$ cat config.mk
export PLATFORM = sky130hd
export DESIGN_NAME = db_event_ctrl
export DESIGN_NICKNAME = d
export VERILOG_FILES = /design/src/rtl/db_pkg.sv /design/src/rtl/db_event_chan.sv /design/src/rtl/db_event_ctrl.sv
export SDC_FILE = /design/constraint.sdc
export NUM_CORES = 1
export LEC_CHECK = 0
export ABC_AREA = 0
export CAP_MARGIN = 30
export CELL_PAD_IN_SITES_DETAIL_PLACEMENT = 1
export CELL_PAD_IN_SITES_GLOBAL_PLACEMENT = 1
export CORE_AREA = 2 2 162 133
export DETAILED_ROUTE_END_ITERATION = 7
export DIE_AREA = 0 0 164 135
export HOLD_SLACK_MARGIN = 0.02
export PLACE_DENSITY_LB_ADDON = 0.1
export SYNTH_ARGS = -nofsm -noshare
export SYNTH_HDL_FRONTEND = slang
export SYNTH_SLANG_ARGS = --single-unit
$ cat constraint.sdc
create_clock -name clk -period 11.9 [get_ports clk]
set_input_delay 1.785 -clock clk [delete_from_list [all_inputs] [get_ports clk]]
set_output_delay 1.785 -clock clk [all_outputs]
set_load 0.05 [all_outputs]
$ cat src/rtl/db_pkg.sv
// db_pkg: shared channel indices, event kind codes, channel FSM states and kind encoder.
package db_pkg;
    localparam int NCH = 4;
    localparam logic [1:0] CH_HS      = 2'd0;
    localparam logic [1:0] CH_VS      = 2'd1;
    localparam logic [1:0] CH_DF_UART = 2'd2;
    localparam logic [1:0] CH_DF_VGA  = 2'd3;
    localparam logic [1:0] KIND_NONE  = 2'b00;
    localparam logic [1:0] KIND_PRESS = 2'b01;
    localparam logic [1:0] KIND_LONG  = 2'b10;
    localparam logic [1:0] KIND_REP   = 2'b11;
    typedef enum logic [1:0] {ST_IDLE, ST_PRESSED, ST_HOLD} state_t;
    // At most one pulse fires per channel per cycle; long outranks repeat outranks press.
    function automatic logic [1:0] pulse_kind(input logic press, input logic lng, input logic rep);
        return lng ? KIND_LONG : rep ? KIND_REP : press ? KIND_PRESS : KIND_NONE;
    endfunction
endpackage

$ cat src/rtl/db_event_chan.sv
// db_event_chan: one button channel -- edge detect, press/long/repeat FSM, toggle bit.
// Ports: clk, rst (async, active-high); lvl debounced level in;
//        press_p/long_p/rep_p registered one-cycle pulses; toggle flips on short-press release.
module db_event_chan
    import db_pkg::*;
#(
    parameter int HOLD_CYCLES   = 50_000_000,
    parameter int REPEAT_CYCLES = 10_000_000,
    parameter int CNT_W         = 26
) (
    input  logic clk,
    input  logic rst,
    input  logic lvl,
    output logic press_p,
    output logic long_p,
    output logic rep_p,
    output logic toggle
);
    localparam logic [CNT_W-1:0] HOLD_LAST = CNT_W'(HOLD_CYCLES - 1);
    localparam logic [CNT_W-1:0] REP_LAST  = CNT_W'(REPEAT_CYCLES - 1);
    state_t state_q, state_d;
    logic [CNT_W-1:0] cnt_q, cnt_d;
    logic lvl_q, press_d, long_d, rep_d, tog_d;
    logic rise;
    assign rise = lvl & ~lvl_q;
    always_ff @(posedge clk or posedge rst) begin
        if (rst) begin
            state_q <= ST_IDLE;
            cnt_q   <= '0;
            lvl_q   <= 1'b1;
            press_p <= 1'b0;
            long_p  <= 1'b0;
            rep_p   <= 1'b0;
            toggle  <= 1'b0;
        end else begin
            state_q <= state_d;
            cnt_q   <= cnt_d;
            lvl_q   <= lvl;
            press_p <= press_d;
            long_p  <= long_d;
            rep_p   <= rep_d;
            toggle  <= tog_d;
        end
    end
    // Release is tested before the threshold so a release on the threshold cycle wins.
    always_comb begin
        state_d = state_q;
        cnt_d   = cnt_q;
        press_d = 1'b0;
        long_d  = 1'b0;
        rep_d   = 1'b0;
        tog_d   = toggle;
        case (state_q)
            ST_IDLE: if (rise) begin
                state_d = ST_PRESSED;
                cnt_d   = '0;
                press_d = 1'b1;
            end
            ST_PRESSED: if (!lvl) begin
                state_d = ST_IDLE;
                tog_d   = ~toggle;
            end else if (cnt_q == HOLD_LAST) begin
                state_d = ST_HOLD;
                cnt_d   = '0;
                long_d  = 1'b1;
            end else begin
                cnt_d = cnt_q + CNT_W'(1);
            end
            ST_HOLD: if (!lvl) begin
                state_d = ST_IDLE;
            end else if (cnt_q == REP_LAST) begin
                cnt_d = '0;
                rep_d = 1'b1;
            end else begin
                cnt_d = cnt_q + CNT_W'(1);
            end
            default: state_d = ST_IDLE;
        endcase
    end
endmodule

$ cat src/rtl/db_event_ctrl.sv
// db_event_ctrl: four button channels feeding a priority-encoded single-entry event register.
// Ports: clk, rst (async, active-high); btn_lvl[3:0] debounced levels (HS, VS, DF_UART, DF_VGA);
//        press_p/long_p/rep_p/toggle per-channel outputs; event_valid/event_code/event_ack
//        handshake ({kind, ch}); event_ovf sticky flag for pulses that were not captured.
module db_event_ctrl
    import db_pkg::*;
#(
    parameter int HOLD_CYCLES   = 50_000_000,
    parameter int REPEAT_CYCLES = 10_000_000,
    parameter int CNT_W         = $clog2(HOLD_CYCLES > REPEAT_CYCLES ? HOLD_CYCLES : REPEAT_CYCLES)
) (
    input  logic           clk,
    input  logic           rst,
    input  logic [NCH-1:0] btn_lvl,
    output logic [NCH-1:0] press_p,
    output logic [NCH-1:0] long_p,
    output logic [NCH-1:0] rep_p,
    output logic [NCH-1:0] toggle,
    output logic           event_valid,
    output logic [3:0]     event_code,
    input  logic           event_ack,
    output logic           event_ovf
);
    logic [NCH-1:0] chan_any;
    logic [3:0] sel_code;
    logic load_ok, multi, loss;
    for (genvar c = 0; c < NCH; c++) begin : g_chan
        db_event_chan #(
            .HOLD_CYCLES  (HOLD_CYCLES),
            .REPEAT_CYCLES(REPEAT_CYCLES),
            .CNT_W        (CNT_W)
        ) u_chan (
            .clk    (clk),
            .rst    (rst),
            .lvl    (btn_lvl[c]),
            .press_p(press_p[c]),
            .long_p (long_p[c]),
            .rep_p  (rep_p[c]),
            .toggle (toggle[c])
        );
    end
    assign chan_any = press_p | long_p | rep_p;
    // Scan high to low so the lowest active channel is the last writer.
    always_comb begin
        sel_code = '0;
        for (int i = NCH - 1; i >= 0; i--)
            if (chan_any[i]) sel_code = {pulse_kind(press_p[i], long_p[i], rep_p[i]), 2'(i)};
    end
    assign load_ok = !event_valid || event_ack;
    assign multi   = |(chan_any & (chan_any - NCH'(1)));
    assign loss    = multi || (|chan_any && !load_ok);
    always_ff @(posedge clk or posedge rst) begin
        if (rst) begin
            event_valid <= 1'b0;
            event_code  <= '0;
            event_ovf   <= 1'b0;
        end else begin
            if (|chan_any && load_ok) begin
                event_valid <= 1'b1;
                event_code  <= sel_code;
            end else if (event_ack) begin
                event_valid <= 1'b0;
            end
            // An ack against an empty register is ignored, so it cannot clear the flag.
            event_ovf <= loss || (event_ovf && !(event_ack && event_valid));
        end
    end
endmodule

# Word-level counts from Yosys, hierarchy flattened
# Cells that the tools add are included.
[classes] n_addsub=5 n_eq_ne=36 n_mux=94 bitwise=19 n_reduce_logical=33
[ops] op="2-to-1 mux 26 bit" count=20
[ops] op="one-hot mux 26 bit (3 select lines)" count=4
[ops] op="adder 26 x 1 -> 26 bit, second input constant" count=4
[ops] op="== test 26 x 24 -> 1 bit, second input constant" count=4
[ops] op="== test 26 bit, second input constant" count=4
[ops] op="2-to-1 mux 2 bit" count=24
[ops] op="2-to-1 mux 1 bit" count=38
[ops] op="!= test 2 bit, second input constant" count=12
[ops] op="one-hot mux 2 bit (3 select lines)" count=4
[ops] op="2-to-1 mux 4 bit" count=4
[ops] op="AND reduction 4 bit" count=4
[ops] op="!= test 3 x 2 -> 1 bit, second input constant" count=4
[ops] op="NOT 1 bit" count=12
[ops] op="AND reduction 3 bit" count=4
[ops] op="nonzero test 3 bit" count=4
[ops] op="== test 2 x 1 -> 1 bit, second input constant" count=4
[ops] op="== test 2 bit, second input constant" count=4
[ops] op="logical NOT 2 bit" count=4
[ops] op="!= test 2 x 1 -> 1 bit, second input constant" count=4
[ops] op="bitwise OR 4 bit" count=2
[ops] op="AND reduction 2 bit" count=4
[ops] op="OR reduction 4 bit" count=2
[ops] op="bitwise AND 1 bit" count=4
[ops] op="bitwise AND 4 bit" count=1
[ops] op="other kinds (5)" count=12
[totals] register_bits=138

# Longest topological paths before layout
[depth] word_depth=7 depth_mapped=9 mapped_depth_nobuf=8

# By module
# A second synthesis with hierarchy kept.
[hier_totals] hier_cells=860 hier_area_um2=7875.1
[by_module_without_submodules] mod="db_event_chan at g_chan[0].u_chan ..." instances=3 cells_per_inst=201 area_each_um2=1869.3 seq_area_each_um2=827.0
[by_module_without_submodules] mod="db_event_chan at g_chan[3].u_chan" instances=1 cells_per_inst=213 area_each_um2=1885.6 seq_area_each_um2=827.0
[by_module_without_submodules] mod="db_event_ctrl" instances=1 cells_per_inst=44 area_each_um2=381.6 seq_area_each_um2=150.1

# Least setup slack after synthesis
# OpenSTA, ideal clock, no wires.
[synth_timing] path_kind="input port to flip-flop" start="input btn_lvl[3]" end="register g_chan[3].u_chan.cnt_q[22]" setup_time_ps=127 arrival_time_ps=3198 t_required_ps=11773 path_slack_ps=8576 cell_stages=6 path_buffers=1 path_cell_list="clkbuf_1 > nand3_2 > nor4_1 > nand4_1 > xor2_1 > nor2_1"
[synth_between] elab_chain_cells=3 elab_cells_between_ends=5 classes_between="eq/ne (3); bitwise (1); reduce/logical (1)"
[synth_lines] item="start, declared" line_no="db_event_ctrl.sv:14" rtl="input logic [NCH-1:0] btn_lvl,"
[synth_lines] item="bitwise AND 1 bit" line_no="db_event_chan.sv:25" rtl="assign rise = lvl & ~lvl_q;"
[synth_lines] item="!= test 2 x 1 -> 1 bit (no source line)"
[synth_lines] item="AND reduction 4 bit (no source line) (*)"
[synth_lines] item="end signal, assigned" line_no="db_event_chan.sv:37" rtl="cnt_q <= cnt_d;"
[synth_lines] item="end, declared" line_no="db_event_chan.sv:22" rtl="logic [CNT_W-1:0] cnt_q, cnt_d;"
# Mark *: on every way between the ends. The rest lies on a longest branch, timed or not.
# A chain may end at the register's enable or synchronous reset.

# Worst setup path in the final report
[layout_timing] start="input btn_lvl[3]" end="register g_chan[3].u_chan.cnt_q[14]"
# The elaborated chain is that of the path after synthesis.

==> flow_summary.ini <==
[worst_hold_path]
holdCritPathClass = register to register

[synthesis]
synth.ff_latch_count = 138
synthesis.area_mm2 = 0.007675
async_reset_ff_share_pct = 100.0
ys_warn_count = 0
synth_top_area_share_pct = 43.69
syn-instance-count = 823
synth_area_leaders = dfrtp_1 (44%), nor2_1 (5.8%), xor2_1 (5.0%), ha_1 (3.7%), nand4_1 (3.7%)
yosysSeqAreaShare_pct = 45.06
yosysUniqueCellTypes = 58
syn-num-nets = 853
synth_top_area_cell = dfrtp_1
syn-mean-instance-area_um2 = 9.325
synth_edf_count = 0
ys.flop_type = dfrtp_1

[timing]
relSlewSlack_pct = 33.36
fin_tns_setup_ps = 0
tightest_slew_ps = 990.5
holdWs_ps = 468.7
finalCriticalPeriod_ps = 3929
max_freq_mhz = 254.5
final_hold_viol_count = 0
rsz0062_at_grt = no
layout_setup_ws_ps = 7971
skew_ps = 11.72
setup_viol = 0
slew_violations = 0
finalCritPeriodShare_pct = 33.02

[floorplan]
rows = 47
num_io_pins = 29
fp.dieArea_mm2 = 0.02214
die_w_um = 164
core_area_mm2 = 0.02041
die_h_um = 135
start_util_pct = 37.61

[pwr]
powerDensity_mw_per_mm2 = 183.6
power.leakage_nw = 3.849
irDropWorstVdd_mv = 0.09583

[global_route]
globalRouteOverflowTotal = 0
grt_pass1_wl_mm = 33.51
antenna_found_initial = 0
grt_max_degree = 74
grt_usage_pct = 19.17
first_global_vias = 6397

[place]
portBuffers = 28
dp_hpwl_mm = 14.05
gpl.final_weighted_congestion = 0.7795
dp_slack_ps = 7553
placed_cell_area_mm2 = 0.008118

[cells_and_area]
syn2layout_area_growth_pct = 15.50
diodes = 0
multiInputGateArea_mm2 = 0.003899
final_nets = 872
stdcell_area_mm2 = 0.008865
regArea_mm2 = 0.003458
fillers = 2324
drive_gt1_share_pct = 6.667

[setup_path]
worstPathArrival_ps = 4190
worstPathMaxFanout = 18
crit_path_start_kind = input port
critPathMaxStageDelay_ps = 890
end_kind = register
path_cells = clkdlybuf4s50_1, nand3_2, nor4_1, nand3_1, xor2_1, nor2_1
critPathSlowestCell = nor4_1
critPathKind = input port to register
crit_required_ps = 12170

[routing]
ant_nets = 0
routed_wl_mm = 19.94
first_iter_violations = 408
first_pass_iters = 4
via_count = 6139
viasPerCell = 5.462
drc_errors = 0
routedWlPerCell_um = 17.74

[clock_tree]
post_cts_resized = 0
holdBufCountCts = 0
tritoncts = done
h-tree-depth = 4
cts_buffer_depth = 2
path_clk_slew_ps = 60
cts_sinks = 138
cts_setup_buffers = 0
numCtsBuffers = 17
root_buffer = clkbuf_16
insertion_delay_ps = 430

[status]
status = finished clean

[job]
max_cap_violations = 0
==> registers in the layout, summed over array words and instances (netlist names) <==
name,count
g_chan.u_chan.lvl_q,4
event_valid,1
g_chan.u_chan.long_p,4
g_chan.u_chan.rep_p,4
event_code,4
g_chan.u_chan.cnt_q,104
g_chan.u_chan.state_q,8
g_chan.u_chan.toggle,4
event_ovf,1
g_chan.u_chan.press_p,4
==> per-layer routing <==
layer | GRT usage (%) | part of all wire [%] | vias up | wire (um)
li1 | - | - | 2945 | -
met1 | 27.13 | 51 | 3117 | 10120
met2 | 30.16 | 46 | 62 | 9180
met3 | 3.931 | 2.4 | 15 | 482
met4 | 4.630 | 0.77 | 0 | 154
met5 | 0 | 0 | - | 0
==> layout make-up <==
type / instances / share of cell area [%]
multi-input cells: 622 / 43.98
well taps: 269 / 3.797
clock buffers: 22 / 5.462
clock inverters: 10 / 2.653
repair buffers: 31 / 3.684
flip-flops and latches: 138 / 39.01
inverters: 32 / 1.411
==> power breakdown <==
| group | total (mW) | internal (mW) | switching [mW] |
|---|---|---|---|
| registers | 0.565 | 0.513 | 0.0519 |
| clock network | 0.649 | 0.438 | 0.211 |
| logic | 0.413 | 0.128 | 0.286 |
==> per-stage QoR <==
| step | instances | power (mW) | util (%) |
|---|---|---|---|
| finish | 1124 | 1.627 | 43.44 |
| global route | 1124 | 1.713 | 43.44 |
| CTS | 1123 | 1.642 | 43.31 |
| detailed placement | 1091 | 0.9873 | 39.78 |
| global placement | 1090 | 0.9713 | 39.73 |
| floorplan | 823 | 0.8779 | - |
==> cell families after synthesis <==
family	count (synthesis)	share of synthesized area [%]
AO/OA/AOI/OAI	102	9.130
AND/OR/NAND/NOR	421	29.10
buffers and inverters	63	4.141
multiplexers	6	0.8314
flip-flops	138	45.06
XOR/XNOR	70	7.988
adder cells (fa/ha/maj)	23	3.750
==> worst paths after layout <==
| path | startpoint | end | slack, ps | depth (start not counted) |
|---|---|---|---|---|
| setup / recovery | btn_lvl[3] | g_chan[3].u_chan.cnt_q[14]$_DFFE_PP0P_ | 7970 | 6 |
| hold / removal | g_chan[2].u_chan.toggle$_DFFE_PP0P_ | g_chan[2].u_chan.toggle$_DFFE_PP0P_ | 470 | 1 |
| setup reg to reg | g_chan[1].u_chan.cnt_q[0]$_DFFE_PP0P_ | g_chan[1].u_chan.cnt_q[23]$_DFFE_PP0P_ | 9090 | 7 |
| hold reg to reg | g_chan[2].u_chan.toggle$_DFFE_PP0P_ | g_chan[2].u_chan.toggle$_DFFE_PP0P_ | 470 | 1 |
| max in group asynchronous | rst | g_chan[2].u_chan.lvl_q$_DFF_PP1_ | 9080 | 4 |
| min in group asynchronous | rst | g_chan[3].u_chan.cnt_q[16]$_DFFE_PP0P_ | 1840 | 2 |
==> synthesized netlist by cell type (3+ instances only) <==
cell / n
mux2_2: 3
dfstp_2: 4
nor2b_1: 10
o21ai_0: 27
nor2_1: 118
and4_1: 10
buf_4: 19
a221o_1: 6
o311ai_0: 4
nor4b_1: 9
or3_1: 12
nor4_4: 3
nand4_1: 46
a21oi_1: 25
o2bb2ai_1: 4
nand2_1: 72
a21o_1: 5
mux2i_1: 3
nor3_1: 21
nor2_2: 3
o22ai_1: 3
a22o_1: 11
o21bai_1: 3
nor4bb_1: 3
nor4_1: 12
ha_1: 23
inv_1: 32
and3_1: 30
xor2_1: 44
and2_1: 13
xnor2_1: 26
nand2b_1: 11
clkbuf_1: 9
or2_2: 3
nand3_1: 34
dfrtp_1: 134
==> worst max-delay path: cells and delay by family <==
family,cells,cell delay [ps]
buf+inv,1,650
simple gates,4,1550
xor+xnor,1,200
==> layout by cell type (no fill, tap or decap), types with 9 or more instances in the layout <==
cell type | netlist | final
nor3_1 | 21 | 21
xnor2_1 | 26 | 26
and4_1 | 10 | 10
and2_1 | 13 | 13
xor2_1 | 44 | 44
nand2b_1 | 11 | 11
nor4_1 | 12 | 12
nand3_1 | 34 | 34
ha_1 | 23 | 23
nor2b_1 | 10 | 10
and3_1 | 30 | 30
nor2_1 | 118 | 118
o21ai_0 | 27 | 27
inv_1 | 32 | 31
or3_1 | 12 | 12
clkdlybuf4s50_1 | 0 | 28
clkbuf_16 | 0 | 17
dfrtp_1 | 134 | 134
nand2_1 | 72 | 72
nor4b_1 | 9 | 9
a22o_1 | 11 | 11
a21oi_1 | 25 | 25
nand4_1 | 46 | 46
Power figures use the tool's default switching activity.
